<file path="src/rtl/bit_length_scan_if.sv">
`default_nettype none
// ============================================================================
//  Module      : bit_length_scan_if
//  Description : Request/result bundle for bit_length_scan. The requester
//                drives start/mode/num_in. The scanner returns busy, the done
//                pulse and the held results.
//  Revision    : 1.0 - initial release
// ============================================================================
interface bit_length_scan_if #(
    parameter int WIDTH = 64
);
    localparam int LW = $clog2(WIDTH + 1);

    logic             start;
    logic             mode;
    logic [WIDTH-1:0] num_in;
    logic             busy;
    logic             done;
    logic [LW-1:0]    len_out;
    logic             zero_out;

    modport master (
        output start, mode, num_in,
        input  busy, done, len_out, zero_out
    );

    modport slave (
        input  start, mode, num_in,
        output busy, done, len_out, zero_out
    );
endinterface
`default_nettype wire

</file>
<file path="src/rtl/bit_length_scan.sv">
`default_nettype none
// ============================================================================
//  Module      : bit_length_scan
//  Description : Multi-cycle bit-length (mode 0) / trailing-zero (mode 1)
//                scanner. It examines STEP bits per clock over a latched
//                WIDTH-bit operand.
//                Optional macro BITLEN_EARLY_EXIT_EN: stop at the first chunk
//                that contains a one. Without the macro every scan takes
//                WIDTH/STEP cycles, so the scan time does not depend on data.
//  Revision    : 1.0 - initial release
// ============================================================================
module bit_length_scan #(
    parameter int WIDTH = 64,
    parameter int STEP  = 4
) (
    input  logic             clk,
    input  logic             rstn,
    bit_length_scan_if.slave bus
);
    localparam int LW  = $clog2(WIDTH + 1);
    localparam int NCH = WIDTH / STEP;
    localparam int CW  = (NCH > 1) ? $clog2(NCH) : 1;

    localparam logic [CW-1:0] LAST_CHUNK = CW'(NCH - 1);
    localparam logic [LW-1:0] WIDTH_LEN  = LW'(WIDTH);

    typedef enum logic [0:0] {
        IDLE = 1'b0,
        SCAN = 1'b1
    } state_t;

    state_t           state_q, state_d;
    logic [WIDTH-1:0] num_q, num_d;
    logic             mode_q, mode_d;
    logic [CW-1:0]    cnt_q, cnt_d;
    logic             found_q, found_d;
    logic [LW-1:0]    res_q, res_d;
    logic             busy_q, busy_d;
    logic             done_q, done_d;
    logic [LW-1:0]    len_out_q, len_out_d;
    logic             zero_out_q, zero_out_d;

    logic [CW-1:0]    chunk_idx;
    logic [STEP-1:0]  chunk;
    logic             hit;
    int               bit_pos;
    logic [LW-1:0]    hit_val;

    // Select the current chunk and locate its winning bit. Mode 0 walks down
    // from the MSB chunk and takes the highest set bit. Mode 1 walks up from
    // the LSB chunk and takes the lowest set bit.
    always_comb begin
        chunk_idx = mode_q ? cnt_q : (LAST_CHUNK - cnt_q);
        chunk     = num_q[int'(chunk_idx) * STEP +: STEP];
        hit       = |chunk;
        bit_pos   = 0;
        if (mode_q) begin
            for (int i = STEP - 1; i >= 0; i--) begin
                if (chunk[i]) bit_pos = i;
            end
        end else begin
            for (int i = 0; i < STEP; i++) begin
                if (chunk[i]) bit_pos = i;
            end
        end
        // The bit length is the index plus one. The trailing-zero count is the index itself.
        hit_val = LW'(int'(chunk_idx) * STEP + bit_pos + (mode_q ? 0 : 1));
    end

    logic          found_any;
    logic [LW-1:0] res_now;
    logic          last;

    // Next-state logic: accept a request when idle, then advance one chunk
    // per edge until the terminating chunk.
    always_comb begin
        state_d    = state_q;
        num_d      = num_q;
        mode_d     = mode_q;
        cnt_d      = cnt_q;
        found_d    = found_q;
        res_d      = res_q;
        busy_d     = busy_q;
        done_d     = 1'b0;
        len_out_d  = len_out_q;
        zero_out_d = zero_out_q;

        found_any  = found_q | hit;
        res_now    = found_q ? res_q : hit_val;
`ifdef BITLEN_EARLY_EXIT_EN
        last       = (cnt_q == LAST_CHUNK) || found_any;
`else
        last       = (cnt_q == LAST_CHUNK);
`endif

        case (state_q)
            IDLE: begin
                if (bus.start) begin
                    num_d   = bus.num_in;
                    mode_d  = bus.mode;
                    cnt_d   = '0;
                    found_d = 1'b0;
                    res_d   = '0;
                    busy_d  = 1'b1;
                    state_d = SCAN;
                end
            end
            SCAN: begin
                // Only the first chunk that contains a one records the result.
                if (!found_q && hit) begin
                    found_d = 1'b1;
                    res_d   = hit_val;
                end
                if (last) begin
                    len_out_d  = found_any ? res_now : (mode_q ? WIDTH_LEN : '0);
                    zero_out_d = ~found_any;
                    done_d     = 1'b1;
                    busy_d     = 1'b0;
                    state_d    = IDLE;
                end else begin
                    cnt_d = cnt_q + 1'b1;
                end
            end
            default: state_d = IDLE;
        endcase
    end

    // State and output registers with synchronous active-low reset.
    always_ff @(posedge clk) begin
        if (!rstn) begin
            state_q    <= IDLE;
            num_q      <= '0;
            mode_q     <= 1'b0;
            cnt_q      <= '0;
            found_q    <= 1'b0;
            res_q      <= '0;
            busy_q     <= 1'b0;
            done_q     <= 1'b0;
            len_out_q  <= '0;
            zero_out_q <= 1'b0;
        end else begin
            state_q    <= state_d;
            num_q      <= num_d;
            mode_q     <= mode_d;
            cnt_q      <= cnt_d;
            found_q    <= found_d;
            res_q      <= res_d;
            busy_q     <= busy_d;
            done_q     <= done_d;
            len_out_q  <= len_out_d;
            zero_out_q <= zero_out_d;
        end
    end

    assign bus.busy     = busy_q;
    assign bus.done     = done_q;
    assign bus.len_out  = len_out_q;
    assign bus.zero_out = zero_out_q;

endmodule
`default_nettype wire

</file>
<file path="src/flat_wrapper.sv">
// flat-port wrapper written by rule: the top's interface ports become plain ports
module bit_length_scan_flat 
#(
    parameter int WIDTH = 64,
    parameter int STEP  = 4
)
  (clk, rstn, bus_start, bus_mode, bus_num_in, bus_busy, bus_done, bus_len_out, bus_zero_out);
  bit_length_scan_if #(.WIDTH(WIDTH)) bus_i ();
  input  logic clk;
  input  logic rstn;
  input wire logic [$bits(bus_i.start)-1:0] bus_start;
  input wire logic [$bits(bus_i.mode)-1:0] bus_mode;
  input wire logic [$bits(bus_i.num_in)-1:0] bus_num_in;
  output wire logic [$bits(bus_i.busy)-1:0] bus_busy;
  output wire logic [$bits(bus_i.done)-1:0] bus_done;
  output wire logic [$bits(bus_i.len_out)-1:0] bus_len_out;
  output wire logic [$bits(bus_i.zero_out)-1:0] bus_zero_out;
  assign bus_i.start = bus_start;
  assign bus_i.mode = bus_mode;
  assign bus_i.num_in = bus_num_in;
  assign bus_busy = bus_i.busy;
  assign bus_done = bus_i.done;
  assign bus_len_out = bus_i.len_out;
  assign bus_zero_out = bus_i.zero_out;
  bit_length_scan #(.WIDTH(WIDTH), .STEP(STEP)) u_core (.clk(clk), .rstn(rstn), .bus(bus_i));
endmodule
</file>
<file path="config.mk">
export PLATFORM = sky130hd
export DESIGN_NAME = bit_length_scan_flat
export DESIGN_NICKNAME = d
export VERILOG_FILES = /design/src/rtl/bit_length_scan_if.sv /design/src/rtl/bit_length_scan.sv /design/src/flat_wrapper.sv
export SDC_FILE = /design/constraint.sdc
export NUM_CORES = 1
export LEC_CHECK = 0
export BUFFER_PORTS_ARGS = -buffer_cell sky130_fd_sc_hd__buf_4
export CORE_ASPECT_RATIO = 1.1
export CORE_MARGIN = 4
export CORE_UTILIZATION = 60
export CTS_BUF_LIST = sky130_fd_sc_hd__clkbuf_16
export DETAILED_ROUTE_END_ITERATION = 6
export PLACE_DENSITY = 0.84
export SYNTH_ARGS = -nofsm -noshare
export SYNTH_HDL_FRONTEND = slang
export SYNTH_SLANG_ARGS = --single-unit
</file>
<file path="constraint.sdc">
create_clock -name clk -period 5.8 [get_ports clk]
set_clock_uncertainty 0.1 [all_clocks]
set_input_delay 0.29 -clock clk [delete_from_list [all_inputs] [get_ports clk]]
set_output_delay 0.29 -clock clk [all_outputs]
set_load 0.1 [all_outputs]
</file>
==> results_dict.tcl, run 1 <==
set metrics [dict create \
    grt_use_total 0.255 \
    setup_ws_ns 1.41 \
    vdd_drop_max_mv 0.165 \
    hold_slack_ns 0.101 \
    dieArea_mm2 0.00962 \
    grt_max_degree 80 \
    max_freq_mhz 228 \
    cp_max_fo 25 \
    p_per_area_mw_per_mm2 279 \
    place.gp.congestion 0.909 \
    pre_cts_ws_ns 1.53 \
    status "finished, final reports clean" \
    cts_tree "done" \
    antenna_cells 0 \
    maxSlewViolCount 0 \
    synth.distinct_cells 82 \
    rsz0062_at_grt "no" \
    fin_setup_tns_ns 0 \
    port_buffers 77 \
    cts_buffer_depth 2 \
    die_y_um 102 \
    ys_ff_latch 88 \
    path_class "reg -> reg" \
    ys.flop_type "dfxtp_1" \
    setup_violations 0 \
    ant_nets 0 \
    reg2reg_to "u_core.bus.len_out[3]$_SDFFE_PN0P_" \
    startpoint_type "register" \
    tightest_slew_ns 0.959 \
    finalHoldViolCount 0 \
    start_util 0.615 \
    slew_headroom 0.360 \
    reg2reg_slack_ns 1.41 \
    ys.warnings.count 0 \
    required_ns 5.96 \
    post-route-util 0.720 \
    fin_cells 756 \
    cp_data_arrival_time_ns 4.55 \
    end_kind "register" \
    h-tree-depth 3 \
    cts_resized 0 \
    drc_errors 0 \
    synthesis.nets 664 \
    grt_pass1_wl_mm 19.7 \
    cts_setup_buffers 0 \
    fp.dieW_um 93.9 \
    cts-hold-fix-buffers 0 \
    syn_avg_cell_area_um2 8.21 \
    grt_antenna_before_repair 0 \
    power_mw 1.59 \
    numCtsBuffers 9 \
    place_area_mm2 0.00539 \
    crit-reg2reg-launch "u_core.cnt_q[1]$_SDFFE_PN0P_" \
    reg2reg_depth 14 \
    post-route-period-util 0.757 \
    rows 34 \
    place_inst 740 \
    grt_pass1_vias 4181 \
    holdPathEnd "u_core.num_q[45]$_SDFFE_PN0P_" \
    ys_async_sr_fraction 0 \
    worstHoldStart "bus_num_in[45]" \
    core_area_mm2 0.00791 \
    drtPass1Iterations 5 \
    dp_hpwl_mm 8.50 \
    synth_edf_count 0 \
    period_minus_slack_ns 4.39 \
    wl_per_cell_um 16.1 \
    ys_seq_area_frac 0.362 \
    root_buffer "clkbuf_16" \
    synth_top_area_frac 0.362 \
    nNetsFinal 714 \
    synthesis.area_mm2 0.00487 \
    holdPathStages 3 \
    drive_above_1_share 0.213 \
    clk_pin_slew_ns 0.06 \
    p_leak_nw 2.20 \
    hold_path.class "in -> reg" \
    yosysTopAreaCell "dfxtp_1" \
    stdcell_area_mm2 0.00570 \
    cts_sinks 88 \
    clk-insertion-delay-late_ns 0.33 \
    ios 78 \
    first_iter_violations 310 \
    grt_overflow_total 0 \
    num_vias 4531 \
    drv_cap 0 \
    syn_inst 593 \
    synth_area_leaders "dfxtp_1, nand2_1, a21oi_1" \
    area_delta_synth_final_pct 17.0 \
    vias_per_cell 5.99 \
    routed_wl_mm 12.1 \
]
## routing by layer
layer	GRT usage	part of all wire
met3	0.0346	0.052
met5	0	0
met4	0.0878	0.017
met1	0.328	0.44
met2	0.442	0.49
## sequential cells by signal (all words and copies together), names as in the netlist
name	count
u_core.mode_q	1
u_core.cnt_q	4
u_core.res_q	7
u_core.bus.busy	1
u_core.state_q	1
u_core.bus.zero_out	1
u_core.num_q	64
u_core.found_q	1
u_core.bus.len_out	7
u_core.bus.done	1
## worst max-delay path by stage
stage	from	depth (start not counted)	slack (ns)	end
floorplan	u_core.cnt_q[1]$_SDFFE_PN0P_	16	2.52	u_core.bus.len_out[3]$_SDFFE_PN0P_
global placement	u_core.cnt_q[1]$_SDFFE_PN0P_	16	1.75	u_core.bus.len_out[4]$_SDFFE_PN0P_
detailed placement	u_core.cnt_q[1]$_SDFFE_PN0P_	16	1.53	u_core.bus.len_out[4]$_SDFFE_PN0P_
CTS	u_core.cnt_q[1]$_SDFFE_PN0P_	14	1.50	u_core.bus.len_out[3]$_SDFFE_PN0P_
global route	u_core.cnt_q[1]$_SDFFE_PN0P_	17	1.09	u_core.bus.len_out[4]$_SDFFE_PN0P_
finish	u_core.cnt_q[1]$_SDFFE_PN0P_	14	1.41	u_core.bus.len_out[3]$_SDFFE_PN0P_
## worst max-delay path, cell delays in order (launching register included)
cell and delay [ns]:
dfxtp_1 0.95, or3b_1 0.39, nand2_1 0.16, a222oi_1 0.39
a32o_1 0.41, nor2_1 0.10, a21oi_1 0.17, o21ai_0 0.10
a22oi_1 0.21, ha_1 0.22, inv_1 0.12, o21a_1 0.22
a211oi_2 0.24, mux2_1 0.38, a21oi_2 0.15
## cell usage after synthesis (4+ instances only)
master and count:
clkbuf_1 22, and2_1 4, nand2_1 149, o22ai_1 5, o21a_1 4, buf_4 7
a31oi_1 6, o21ai_0 16, nor2_1 21, mux2i_1 18, buf_6 5, nand2b_1 4
o2111ai_1 4, o211ai_1 4, nor3_1 5, mux2_2 4, inv_1 9, a21oi_1 84
buf_2 6, xnor2_1 5, nand3_1 11, and3b_1 9, dfxtp_1 88, mux4_2 4
## logic make-up (layout without fill, tap and decap cells)
group                    after synthesis  after routing  synth area share
AND/OR/NAND/NOR                      234            234             0.227
AO/OA/AOI/OAI                        178            178             0.262
flip-flops                            88             88             0.362
buffers and inverters                 57            112            0.0606
multiplexers                          28             28            0.0725
XOR/XNOR                               5              5           0.00899
adder cells (fa/ha/maj)                3              3           0.00771
## power by group
part	switching, mW	internal (mW)	leakage, nW	total [mW]
combinational	0.179	0.139	1.32	0.318
sequential	0.0369	0.640	0.721	0.677
clock	0.224	0.370	0.161	0.594
## final cells by class
| cell class | count | area [µm²] |
|---|---|---|
| Sequential cell | 88 | 1760 |
| Clock buffer | 9 | 225 |
| Multi-Input combinational cell | 448 | 2820 |
| Clock inverter | 7 | 80.1 |
| Timing Repair Buffer | 83 | 623 |
| Fill cell | 606 | 2210 |
| Tap cell | 108 | 135 |
| Inverter | 13 | 48.8 |
## cell usage in the layout (no fill, tap or decap), drive strengths merged, types with 4 or more instances in the layout
cell	count
o211ai	5
inv	14
clkbuf	9
a31oi	6
nand2b	4
mux4	5
and3	4
a21oi	89
buf	83
nor3	5
o21a	4
o31ai	4
nor2	21
o21ai	18
mux2	5
nand2	149
dfxtp	88
xnor2	5
clkinv	4
o2111ai	4
nand3	11
and3b	9
mux2i	18
o22ai	5
and2	4
a211oi	5
No activity file was read; power rests on OpenSTA's default activity.
==> run 2: changes to the inputs <==
--- a/config.mk
+++ b/config.mk
@@ -8,10 +8,10 @@
 export BUFFER_PORTS_ARGS = -buffer_cell sky130_fd_sc_hd__buf_4
 export CORE_ASPECT_RATIO = 1.1
 export CORE_MARGIN = 4
-export CORE_UTILIZATION = 60
+export CORE_UTILIZATION = 51
 export CTS_BUF_LIST = sky130_fd_sc_hd__clkbuf_16
 export DETAILED_ROUTE_END_ITERATION = 6
-export PLACE_DENSITY = 0.84
+export PLACE_DENSITY = 0.76
 export SYNTH_ARGS = -nofsm -noshare
 export SYNTH_HDL_FRONTEND = slang
 export SYNTH_SLANG_ARGS = --single-unit
==> constraint.sdc (replaced) <==
create_clock -name clk -period 3.9 [get_ports clk]
set_clock_uncertainty 0.1 [all_clocks]
set_input_delay 0.195 -clock clk [delete_from_list [all_inputs] [get_ports clk]]
set_output_delay 0.195 -clock clk [all_outputs]
set_load 0.1 [all_outputs]
==> results_dict.tcl, run 2 (same netlist as run 1, synthesis figures left out) <==
set metrics [dict create \
    max_freq_mhz 275 \
    regMostFlops "u_core.num_q" \
    power_mw 2.34 \
    ant_nets 0 \
    end_kind "register" \
    p_leak_nw 2.28 \
    drive_above_1_share 0.229 \
    h-tree-depth 3 \
    place.gp.congestion 0.880 \
    largest_reg_flops 64 \
    p_int_mw 1.67 \
    status "finished, final reports clean" \
    setup_ws_ns 0.269 \
    grt_antenna_before_repair 0 \
    start_util 0.521 \
    antenna_cells 0 \
    root_buffer "clkbuf_16" \
    cts_tree "done" \
    clk_pin_slew_ns 0.06 \
    rows 37 \
    fin_cells 785 \
    ios 78 \
    hold_path.class "in -> reg" \
    cts_setup_buffers 0 \
    cts_buffer_depth 2 \
    reg2reg_depth 15 \
    cts_sinks 88 \
    slew_headroom 0.279 \
    die_y_um 110 \
    numCtsBuffers 9 \
    grt_use_total 0.217 \
    grt_pass1_vias 4244 \
    post-route-period-util 0.931 \
    layout_commonest_cell "nand2_1" \
    finalHoldViolCount 0 \
    wl_per_cell_um 15.7 \
    p_sw_mw 0.672 \
    holdPathStages 3 \
    grt_pass1_wl_mm 20.0 \
    grt_overflow_total 0 \
    pre_cts_ws_ns 0.225 \
    swShare 0.287 \
    maxSlewViolCount 0 \
    drtPass1Iterations 4 \
    clockPowerShare 0.357 \
    tightest_slew_ns 1.08 \
    cp_data_arrival_time_ns 3.80 \
    dp_hpwl_mm 8.68 \
    fp.dieW_um 101 \
    rsz0062_at_grt "no" \
    required_ns 4.07 \
    clk-insertion-delay-late_ns 0.33 \
    drc_errors 0 \
    p_seq_frac 0.427 \
    startpoint_type "register" \
    post-route-util 0.633 \
    dieArea_mm2 0.0112 \
    fillerInstances 815 \
    grt_max_degree 54 \
    setup_violations 0 \
    p_per_area_mw_per_mm2 396 \
    comb_power_share 0.216 \
    cp_max_fo 10 \
    fin_setup_tns_ns 0 \
    vias_per_cell 5.72 \
    layout_common_cells "nand2_1, buf_4, dfxtp_1" \
    path_class "reg -> reg" \
    first_iter_violations 269 \
    place_inst 759 \
    routed_wl_mm 12.4 \
    port_buffers 77 \
    drv_cap 0 \
    period_minus_slack_ns 3.63 \
    area_delta_synth_final_pct 21.5 \
    core_area_mm2 0.00935 \
    nNetsFinal 735 \
    num_vias 4492 \
    vdd_drop_max_mv 0.196 \
]
[run 2: routing by layer]
metal  wire, µm  track usage  up-vias
met5          0            0        -
met4        153       0.0629        0
met3        566       0.0379       14
met2       6170        0.355      105
met1       5460        0.291     2119
li1           -            -     2254
[run 2: worst paths after layout]
path | start | to | slack (ns)
worst max-delay path | u_core.cnt_q[0]$_SDFFE_PN0P_ | u_core.bus.len_out[4]$_SDFFE_PN0P_ | 0.27
worst min-delay path | bus_num_in[45] | u_core.num_q[45]$_SDFFE_PN0P_ | 0.006
worst max register to register | u_core.cnt_q[0]$_SDFFE_PN0P_ | u_core.bus.len_out[4]$_SDFFE_PN0P_ | 0.27
worst min register to register | u_core.bus.zero_out$_SDFFE_PN0P_ | u_core.bus.zero_out$_SDFFE_PN0P_ | 0.35
[run 2: area by class of cell]
type,count,area (µm²),area share
inverter,13,48.8,0.00825
clock inverter,6,61.3,0.0104
multi-input combinational,448,2830,0.478
timing repair buffer,104,840,0.142
clock buffer,9,225,0.0381
sequential,88,1770,0.298
tap,117,146,0.0247
[run 2: worst max-delay path, cell delays in order (launching register included)]
cell	delay, ns
dfxtp_2	0.49
and3b_1	0.24
or2_4	0.30
a221o_1	0.32
o31ai_2	0.34
and2_1	0.20
o21ai_0	0.08
a22oi_1	0.20
ha_1	0.22
ha_1	0.23
a21oi_1	0.10
a21o_1	0.17
xnor2_1	0.14
a211oi_1	0.21
a21oi_1	0.06
a21oi_1	0.15
[run 2: power groups by stage]
stage          logic (mW)  registers [mW]  clock network, mW
3_5_place_dp        0.488            1.02                  0
4_1_cts             0.498           0.999              0.850
2_1_floorplan       0.367            1.00                  0
5_1_grt             0.556            1.01              0.889
6_report            0.506            1.00              0.836
3_3_place_gp        0.481            1.02                  0
[run 2: repair_timing]
item / 4_1_cts / 5_1_grt
hold endpoints to repair: 9 / 1
endpoints found under the setup margin: 0 / 3
resized for setup: 0 / 4
hold buffers: 9 / 1
[run 2: through the flow]
| step | instance area (µm²) | hold slack [ns] |
|---|---|---|
| global route | 5920 | 0.00253 |
| detailed placement | 5490 | 0.346 |
| finish | 5920 | 0.00608 |
| floorplan | 4870 | 0.231 |
| CTS | 5870 | 0.000141 |
| global placement | 5490 | 0.342 |
==> run 3: changes to the inputs <==
--- a/config.mk
+++ b/config.mk
@@ -6,12 +6,14 @@
 export NUM_CORES = 1
 export LEC_CHECK = 0
 export BUFFER_PORTS_ARGS = -buffer_cell sky130_fd_sc_hd__buf_4
+export CAP_MARGIN = 20
 export CORE_ASPECT_RATIO = 1.1
 export CORE_MARGIN = 4
 export CORE_UTILIZATION = 51
 export CTS_BUF_LIST = sky130_fd_sc_hd__clkbuf_16
 export DETAILED_ROUTE_END_ITERATION = 6
 export PLACE_DENSITY = 0.76
+export RECOVER_POWER = 25
 export SYNTH_ARGS = -nofsm -noshare
 export SYNTH_HDL_FRONTEND = slang
 export SYNTH_SLANG_ARGS = --single-unit
==> results_dict.tcl, run 3 (same netlist as run 1, synthesis figures left out) <==
set metrics [dict create \
    ios 78 \
    swShare 0.287 \
    path_class "reg -> reg" \
    cp_top_family "compound AO/OA/AOI/OAI gates" \
    vdd_drop_max_mv 0.196 \
    nNetsFinal 735 \
    p_seq_frac 0.427 \
    required_ns 4.07 \
    hold_slack_ns 0.00402 \
    fillerInstances 832 \
    start_util 0.521 \
    numCtsBuffers 9 \
    max_freq_mhz 276 \
    status "finished, violations left" \
    setup_violations 0 \
    h-tree-depth 3 \
    setup_ws_ns 0.274 \
    fin_setup_tns_ns 0 \
    period_minus_slack_ns 3.63 \
    rsz0062_at_grt "no" \
    slowest_stage "dfxtp_2" \
    grt_use_total 0.217 \
    stdcell_area_mm2 0.00588 \
    pre_cts_ws_ns 0.225 \
    port_buffers 77 \
    comb_power_share 0.215 \
    tightest_slew_ns 1.97 \
    cts_tree "done" \
    slew_headroom -0.311 \
    cts_buffer_depth 2 \
    post-route-util 0.628 \
    end_kind "register" \
    clockPowerShare 0.358 \
    timing.critical_path.mode_cell "a21oi_1" \
    core_area_mm2 0.00935 \
    first_iter_violations 249 \
    rows 37 \
    cts_sinks 88 \
    p_per_area_mw_per_mm2 399 \
    regMostFlops "u_core.num_q" \
    grt_pass1_vias 4244 \
    violations "max-capacitance violations, max-slew violations" \
    regArea_mm2 0.00177 \
    place_inst 759 \
    antenna_cells 0 \
    place.gp.congestion 0.880 \
    die_y_um 110 \
    grt_antenna_before_repair 0 \
    post-route-period-util 0.930 \
    drv_cap 1 \
    critPathBufInv 0 \
    hold_path.class "in -> reg" \
    layout_common_cells "nand2_1, dfxtp_1, a21oi_1" \
    p_sw_mw 0.674 \
    place_area_mm2 0.00549 \
    dp_hpwl_mm 8.68 \
    grt_pass1_wl_mm 20.0 \
    multi_input_area_mm2 0.00283 \
    clk-insertion-delay-late_ns 0.34 \
    cts_setup_buffers 0 \
    clk_pin_slew_ns 0.06 \
    area_delta_synth_final_pct 20.7 \
    cp_data_arrival_time_ns 3.80 \
    num_vias 4502 \
    max_stage_delay_ns 0.49 \
    drive_above_1_share 0.213 \
    reg2reg_slack_ns 0.27 \
    largest_reg_flops 64 \
    grt_max_degree 54 \
    fin_cells 785 \
    wl_per_cell_um 15.7 \
    fp.dieW_um 101 \
    cp_max_fo 10 \
    p_leak_nw 2.24 \
    vias_per_cell 5.74 \
    layout_commonest_cell "nand2_1" \
    finalHoldViolCount 0 \
    startpoint_type "register" \
    grt_overflow_total 0 \
    power_mw 2.35 \
    drtPass1Iterations 5 \
    maxSlewViolCount 54 \
    path_cells "and3b_1 > or2_4 > a221o_1 > o31ai_2 > and2_1 > o21ai_0 > a22oi_1 > ha_1 > ha_1 > a21oi_1 > a21o_1 > xnor2_1 > a211oi_1 > a21oi_1 > a21oi_1" \
    drc_errors 0 \
    ant_nets 0 \
    routed_wl_mm 12.4 \
    dieArea_mm2 0.0112 \
    root_buffer "clkbuf_16" \
    p_int_mw 1.67 \
]
==> run 3: final timing paths <==
path / depth (start not counted) / start / to
worst min-delay path: 3 / bus_num_in[45] / u_core.num_q[45]$_SDFFE_PN0P_
worst max-delay path: 15 / u_core.cnt_q[0]$_SDFFE_PN0P_ / u_core.bus.len_out[4]$_SDFFE_PN0P_
worst max register to register: 15 / u_core.cnt_q[0]$_SDFFE_PN0P_ / u_core.bus.len_out[4]$_SDFFE_PN0P_
worst min register to register: 2 / u_core.bus.zero_out$_SDFFE_PN0P_ / u_core.bus.zero_out$_SDFFE_PN0P_
==> run 3: worst reg2reg max path, delay by kind of cell, from the launching register on <==
family	cells	cell delay (ns)
AOI/OAI and AO/OA	9	1.64
xor gates and xnor gates	1	0.14
adders and majority gates	2	0.45
DFF	1	0.49
and+or+nand+nor	3	0.74
==> run 3: power by group through the flow <==
stage	Clock, mW	Combinational, mW	Sequential [mW]
detailed placement	0	0.488	1.02
finish	0.839	0.505	1.00
CTS	0.850	0.498	0.999
floorplan	0	0.367	1.00
global route	0.889	0.555	1.01
global placement	0	0.481	1.02
==> run 3: layout make-up <==
cell class              instances  share of cell area
multi-input cells             448               0.481
clock inverters                 6              0.0104
clock buffers                   9              0.0383
repair buffers                104               0.136
flip-flops and latches         88               0.300
inverters                      13             0.00830
well taps                     117              0.0249
==> run 3: timing repair <==
| item | in CTS | in global routing |
|---|---|---|
| hold buffers | 9 | 1 |
| endpoints found under the hold margin | 9 | 1 |
| resized for setup | 0 | 4 |
| setup endpoints to repair | 0 | 3 |
==> run 3: metal layers <==
layer  part of all wire  vias to the layer above  wire (µm)  track usage
met5                  0                        -          0            0
met4              0.014                        0        167       0.0629
met3              0.043                       16        533       0.0379
met2               0.49                      113       6040        0.355
met1               0.45                     2126       5610        0.291
li1                   -                     2247          -            -
